## src/rtl/pix_splitter.sv

```systemverilog
// Pixel splitter: two-word pixels in, one first-word-fall-through FIFO
// per colour channel out. A pixel is stored in all three FIFOs or in none.
//
// Ports:
//   clk, res             clock, synchronous active-high reset
//   din, shoot           pixel word and its valid strobe
//   vsync                frame sync; realigns the pixel phase
//   r/g/b_req            per-channel read request
//   r/g/b_q              FIFO head data
//   r/g/b_emp, r/g/b_ful FIFO empty / full flags (registered)
//   phase                0 = expecting first word, 1 = expecting second word
//   pix_drop             one-cycle pulse for a pixel discarded on full
//   drop_cnt             saturating drop counter
//
// Optional feature: define PIXSPLIT_DROPCNT_EN to enable drop_cnt;
// without it drop_cnt is tied to zero.

module pix_splitter_fifo #(
    parameter int W     = 4,
    parameter int DEPTH = 16
) (
    input  logic         clk,
    input  logic         res,
    input  logic         wr,
    input  logic [W-1:0] wdata,
    input  logic         rd,
    output logic [W-1:0] q,
    output logic         emp,
    output logic         ful
);
    localparam int AW = $clog2(DEPTH);
    localparam logic [AW:0] CNT_FULL = (AW+1)'(DEPTH);
    localparam logic [AW:0] CNT_ONE  = (AW+1)'(1);

    logic [W-1:0]  mem_q [DEPTH];
    logic [AW-1:0] rd_ptr_q, rd_ptr_d, wr_ptr_q, wr_ptr_d, rd_ptr_nx;
    logic [AW:0]   cnt_q, cnt_d;
    logic [W-1:0]  q_q, q_d;
    logic          emp_q, emp_d, ful_q, ful_d;
    logic          wr_en, rd_en;

    always_comb begin
        wr_en     = wr & ~ful_q;
        rd_en     = rd & ~emp_q;
        rd_ptr_d  = rd_ptr_q;
        wr_ptr_d  = wr_ptr_q;
        cnt_d     = cnt_q;
        q_d       = q_q;
        rd_ptr_nx = rd_ptr_q + 1'b1;
        if (wr_en) wr_ptr_d = wr_ptr_q + 1'b1;
        if (rd_en) rd_ptr_d = rd_ptr_nx;
        case ({wr_en, rd_en})
            2'b10:   cnt_d = cnt_q + 1'b1;
            2'b01:   cnt_d = cnt_q - 1'b1;
            default: cnt_d = cnt_q;
        endcase
        // Head register: with one entry left, the next head can only be
        // the word being written this cycle (memory is not yet updated).
        if (rd_en) begin
            if (cnt_q == CNT_ONE) q_d = wr_en ? wdata : q_q;
            else                  q_d = mem_q[rd_ptr_nx];
        end else if (wr_en && emp_q) begin
            q_d = wdata;
        end
        emp_d = (cnt_d == '0);
        ful_d = (cnt_d == CNT_FULL);
    end

    always_ff @(posedge clk) begin
        if (wr_en) mem_q[wr_ptr_q] <= wdata;
    end

    always_ff @(posedge clk) begin
        if (res) begin
            rd_ptr_q <= '0;
            wr_ptr_q <= '0;
            cnt_q    <= '0;
            q_q      <= '0;
            emp_q    <= 1'b1;
            ful_q    <= 1'b0;
        end else begin
            rd_ptr_q <= rd_ptr_d;
            wr_ptr_q <= wr_ptr_d;
            cnt_q    <= cnt_d;
            q_q      <= q_d;
            emp_q    <= emp_d;
            ful_q    <= ful_d;
        end
    end

    assign q   = q_q;
    assign emp = emp_q;
    assign ful = ful_q;
endmodule

module pix_splitter #(
    parameter int CW    = 4,
    parameter int DEPTH = 16
) (
    input  logic            clk,
    input  logic            res,
    input  logic [2*CW-1:0] din,
    input  logic            shoot,
    input  logic            vsync,
    input  logic            r_req,
    input  logic            g_req,
    input  logic            b_req,
    output logic [CW-1:0]   r_q,
    output logic [CW-1:0]   g_q,
    output logic [CW-1:0]   b_q,
    output logic            r_emp,
    output logic            g_emp,
    output logic            b_emp,
    output logic            r_ful,
    output logic            g_ful,
    output logic            b_ful,
    output logic            phase,
    output logic            pix_drop,
    output logic [15:0]     drop_cnt
);
    logic          phase_q, phase_d;
    logic [CW-1:0] hold_q, hold_d;
    logic          drop_q, drop_d;
    logic          acc, any_ful, wr_pix;

    always_comb begin
        any_ful = r_ful | g_ful | b_ful;
        acc     = shoot & ~vsync;
        wr_pix  = acc & phase_q & ~any_ful;
        drop_d  = acc & phase_q & any_ful;
        phase_d = phase_q;
        hold_d  = hold_q;
        if (vsync) begin
            phase_d = 1'b0;
            hold_d  = '0;
        end else if (shoot) begin
            phase_d = ~phase_q;
            if (!phase_q) hold_d = din[CW-1:0];
        end
    end

    always_ff @(posedge clk) begin
        if (res) begin
            phase_q <= 1'b0;
            hold_q  <= '0;
            drop_q  <= 1'b0;
        end else begin
            phase_q <= phase_d;
            hold_q  <= hold_d;
            drop_q  <= drop_d;
        end
    end

    pix_splitter_fifo #(.W(CW), .DEPTH(DEPTH)) u_r (
        .clk(clk), .res(res), .wr(wr_pix), .wdata(hold_q),
        .rd(r_req), .q(r_q), .emp(r_emp), .ful(r_ful)
    );
    pix_splitter_fifo #(.W(CW), .DEPTH(DEPTH)) u_g (
        .clk(clk), .res(res), .wr(wr_pix), .wdata(din[CW-1:0]),
        .rd(g_req), .q(g_q), .emp(g_emp), .ful(g_ful)
    );
    pix_splitter_fifo #(.W(CW), .DEPTH(DEPTH)) u_b (
        .clk(clk), .res(res), .wr(wr_pix), .wdata(din[2*CW-1:CW]),
        .rd(b_req), .q(b_q), .emp(b_emp), .ful(b_ful)
    );

    assign phase    = phase_q;
    assign pix_drop = drop_q;

`ifdef PIXSPLIT_DROPCNT_EN
    logic [15:0] dcnt_q, dcnt_d;

    // Counts with the same edge that raises pix_drop, so the count and
    // the pulse become visible together.
    always_comb begin
        dcnt_d = dcnt_q;
        if (vsync)                           dcnt_d = '0;
        else if (drop_d && dcnt_q != 16'hFFFF) dcnt_d = dcnt_q + 16'd1;
    end

    always_ff @(posedge clk) begin
        if (res) dcnt_q <= '0;
        else     dcnt_q <= dcnt_d;
    end

    assign drop_cnt = dcnt_q;
`else
    assign drop_cnt = 16'h0000;
`endif
endmodule
```

## config.mk

```make
export PLATFORM = sky130hd
export DESIGN_NAME = pix_splitter
export DESIGN_NICKNAME = d
export VERILOG_FILES = /design/src/rtl/pix_splitter.sv
export SDC_FILE = /design/constraint.sdc
export NUM_CORES = 1
export LEC_CHECK = 0
export CAP_MARGIN = 15
export CORE_MARGIN = 2
export CORE_UTILIZATION = 45
export CTS_BUF_LIST = sky130_fd_sc_hd__clkbuf_4 sky130_fd_sc_hd__clkbuf_8 sky130_fd_sc_hd__clkbuf_16
export DETAILED_ROUTE_END_ITERATION = 6
export PLACE_DENSITY_LB_ADDON = 0.08
export SLEW_MARGIN = 10
export SYNTH_ARGS = -nofsm -noshare
export SYNTH_HDL_FRONTEND = slang
export SYNTH_SLANG_ARGS = --single-unit
```

## constraint.sdc

```tcl
create_clock -name clk -period 4.9 [get_ports clk]
set_input_delay 0.98 -clock clk [delete_from_list [all_inputs] [get_ports clk]]
set_output_delay 0.98 -clock clk [all_outputs]
set_load 0.01 [all_outputs]
```

==> reports/metrics.csv <==
stage,metric,value,unit
run_status,status,"complete, no violations",
critical_path,cp_data_arrival_time,3920,ps
global_routing,grt.overflow.total,0,
detailed_routing,drt_first_pass_iters,4,
sta,setup_viol,0,
detailed_routing,avgViaCountPerCell,5.489,
logic_synthesis,yosys.area.top_type,edfxtp_1,
power_and_ir_drop,power,4.677,mW
cts,hold_buffers,0,
detailed_routing,drc,0,
power_and_ir_drop,sequentialPowerShare,50.1,%
finish,postLayoutCellArea,12860,um2
cts,clk_pin_slew_worst_paths,50,ps
logic_synthesis,syn_inst,808,
cts,cts_buffers,29,
sta,rsz0062_at_grt,false,
floorplan,fp.dieH,163.1,um
sta,fin_crit,3507,ps
power_and_ir_drop,combinationalPowerShare,3.1,%
global_routing,grt_max_degree,56,
floorplan,start_util,45.47,%
cts,cts.sinks,255,
placement,place_inst,1130,
finish,area_growth,12.94,%
detailed_routing,antenna_left,0,
cts,cts_setup_buffers,0,
global_routing,grt_pass1_wl,36140,um
cts,cts-htree-levels,1,
critical_path,end_kind,flop,
logic_synthesis,ys_ff_latch,255,
cts,cts_resized,0,
cts,ctsLongestPathBuffers,3,
power_and_ir_drop,irDropWorstVdd,0.0002573,V
sta,max_slew_margin,25.81,%
finish,final_cells,1183,
power_and_ir_drop,switching_power,0.9245,mW
placement,gp_congestion,0.7995,
logic_synthesis,async_flop_share,0,%
sta,timing.hold.ws,519.2,ps
floorplan,dieArea,26590,um2
worst_hold_path,hp-class,flop to flop,
critical_path,cp-start-kind,input pin,
sta,finalHoldViolCount,0,
detailed_routing,drtIter0Drc,459,
cts,clkLatencyLatePin,540,ps
power_and_ir_drop,powerDensity,363.7,nW/um2
placement,hpwlAfterDp,15520,um
finish,num-nets-final,876,
power_and_ir_drop,swShare,19.77,%
critical_path,crit_fanout,23,
logic_synthesis,yosysMostFrequentCell,edfxtp_1,
sta,tns,0,ps
logic_synthesis,synth_cell_types,65,
global_routing,grt_util_all_layers,17.51,%
logic_synthesis,synth.avg_cell_area,14.09,um2
logic_synthesis,synth_edf_count,192,
logic_synthesis,netlist_area,11380,um2
sta,clock_skew,18.83,ps
power_and_ir_drop,clkPwrFrac,46.8,%
sta,slew_viol_final,0,
logic_synthesis,synth_top_area_share,50.64,%
placement,place_area,11870,um2
floorplan,core,25040,um2
detailed_routing,routed_wl,22960,um
sta,fin_ws,1394,ps
sta,tightest_slew,1113,ps
logic_synthesis,synth-main-ff-cell,edfxtp_1,
floorplan,die_width,163.1,um
floorplan,io_pins,51,
cts,cts_tree,done,
sta,fmax,285.2,MHz
logic_synthesis,yosysWarnings,0,
critical_path,crit_type,input pin to flop,
placement,io_buffers,34,
global_routing,antenna_found_initial,0,
floorplan,rows,58,
critical_path,cp.required,5320,ps
sta,fin_crit_sh,71.56,%
global_routing,grt_pass1_vias,6700,
finish,antenna_cells,0,
logic_synthesis,ys_seq_area_share,61.72,%
job,maxCapViolCount,0,
logic_synthesis,yosys-top-cells-count,"192 x edfxtp_1, 75 x nor2_1, 63 x dfxtp_1",
detailed_routing,wl_per_cell,19.41,um
logic_synthesis,synthTopCellsByArea,"edfxtp_1 51%, dfxtp_1 11%, mux4_2 6.7%",
finish,final_layout_size_suffix_gt1_share,13.36,%
finish,utilization,51.35,%
power_and_ir_drop,p_leak,4.190,nW
power_and_ir_drop,p_int,3.752,mW
detailed_routing,dr_total_vias,6494,
cts,root_buffer,clkbuf_16,
placement,dp_slack,861.7,ps
## flip-flops by register name, indices dropped and copies added, names as in the netlist, 4 cells and up
signal / cells
u_b.wr_ptr_q: 4
u_b.rd_ptr_q: 4
u_b.cnt_q: 5
u_r.wr_ptr_q: 4
u_g.mem_q: 64
u_g.cnt_q: 5
u_r.cnt_q: 5
u_g.wr_ptr_q: 4
u_r.rd_ptr_q: 4
u_r.q: 4
u_g.q: 4
u_r.mem_q: 64
u_g.rd_ptr_q: 4
hold_q: 4
u_b.mem_q: 64
u_b.q: 4
## power by group through the flow
stage / Combinational [mW] / Clock [mW] / Sequential, mW
after CTS: 0.147 / 2.24 / 2.34
after global placement: 0.142 / 0 / 2.39
after floorplan: 0.0962 / 0 / 2.38
final: 0.145 / 2.19 / 2.34
after global routing: 0.159 / 2.32 / 2.34
after detailed placement: 0.146 / 0 / 2.39
## area by class of cell
| type | instances | area [um2] |
|---|---|---|
| well taps | 330 | 412.9 |
| clock inverters | 14 | 178.9 |
| clock buffers | 39 | 807.0 |
| repair buffers | 36 | 350.3 |
| multi-input cells | 480 | 3973 |
| inverters | 29 | 108.9 |
| fillers | 2166 | 12180 |
| flip-flops and latches | 255 | 7027 |
## per-layer routing
layer  wire length [um]  part of all wire (%)  GRT usage [%]  up-vias
li1                   -                     -              -     3066
met1              10500                    46          23.74     3263
met2              11010                    48          29.45      131
met3                993                   4.3          3.098       34
met4                449                   2.0          4.425        0
met5                  0                     0              0        -
## critical path: stages
cell and delay, ps:
clkdlybuf4s50_1 530, nand3b_1 250, or2_1 410, inv_2 400
ha_1 450, a41o_1 250, nand3_1 90, a221oi_1 350
o21ba_2 210
## final timing paths
check        slack, ps                      endpoint                         start  cells after the start
max               1390            u_b.emp$_SDFF_PP1_                         shoot                      9
min                520  u_b.wr_ptr_q[1]$_SDFFE_PP0P_  u_b.wr_ptr_q[1]$_SDFFE_PP0P_                      2
max reg2reg       1770            u_b.emp$_SDFF_PP1_            u_g.ful$_SDFF_PP0_                      8
min reg2reg        520  u_b.wr_ptr_q[1]$_SDFFE_PP0P_  u_b.wr_ptr_q[1]$_SDFFE_PP0P_                      2
## logic make-up (layout without fill, tap and decap cells)
group	count (synthesis)	after routing	synth area share, %
AOI/OAI and AO/OA	109	109	6.880
xor gates and xnor gates	21	21	1.747
DFF	255	255	61.72
other	1	16	0.03294
muxes	74	74	12.31
buffers and inverters	88	118	3.880
adders and majority gates	30	30	3.297
and+or+nand+nor	230	230	10.13
## layout by cell type (no fill, tap or decap), types with 4 or more instances in the layout
cell type	count
mux4_2	34
dfxtp_1	63
and3_1	6
nand2b_1	15
nand3_1	13
inv_1	28
clkdlybuf4s50_1	33
nand2_1	37
mux4_1	14
nand3b_1	5
ha_1	30
o22ai_1	4
edfxtp_1	192
nand4_1	6
mux2_2	6
a21oi_1	21
mux2i_1	20
a211oi_1	16
nor2b_1	23
a21o_1	5
nor3b_1	8
nor2_1	75
a31oi_1	4
o21ai_0	14
clkbuf_16	29
a32oi_1	5
xor2_1	12
bufinv_16	4
o21ba_2	4
conb_1	16
a21bo_2	4
a21boi_0	7
xnor2_1	7
nor4_1	7
clkbuf_4	9
nor3_1	18
Power figures use the tool's default switching activity.
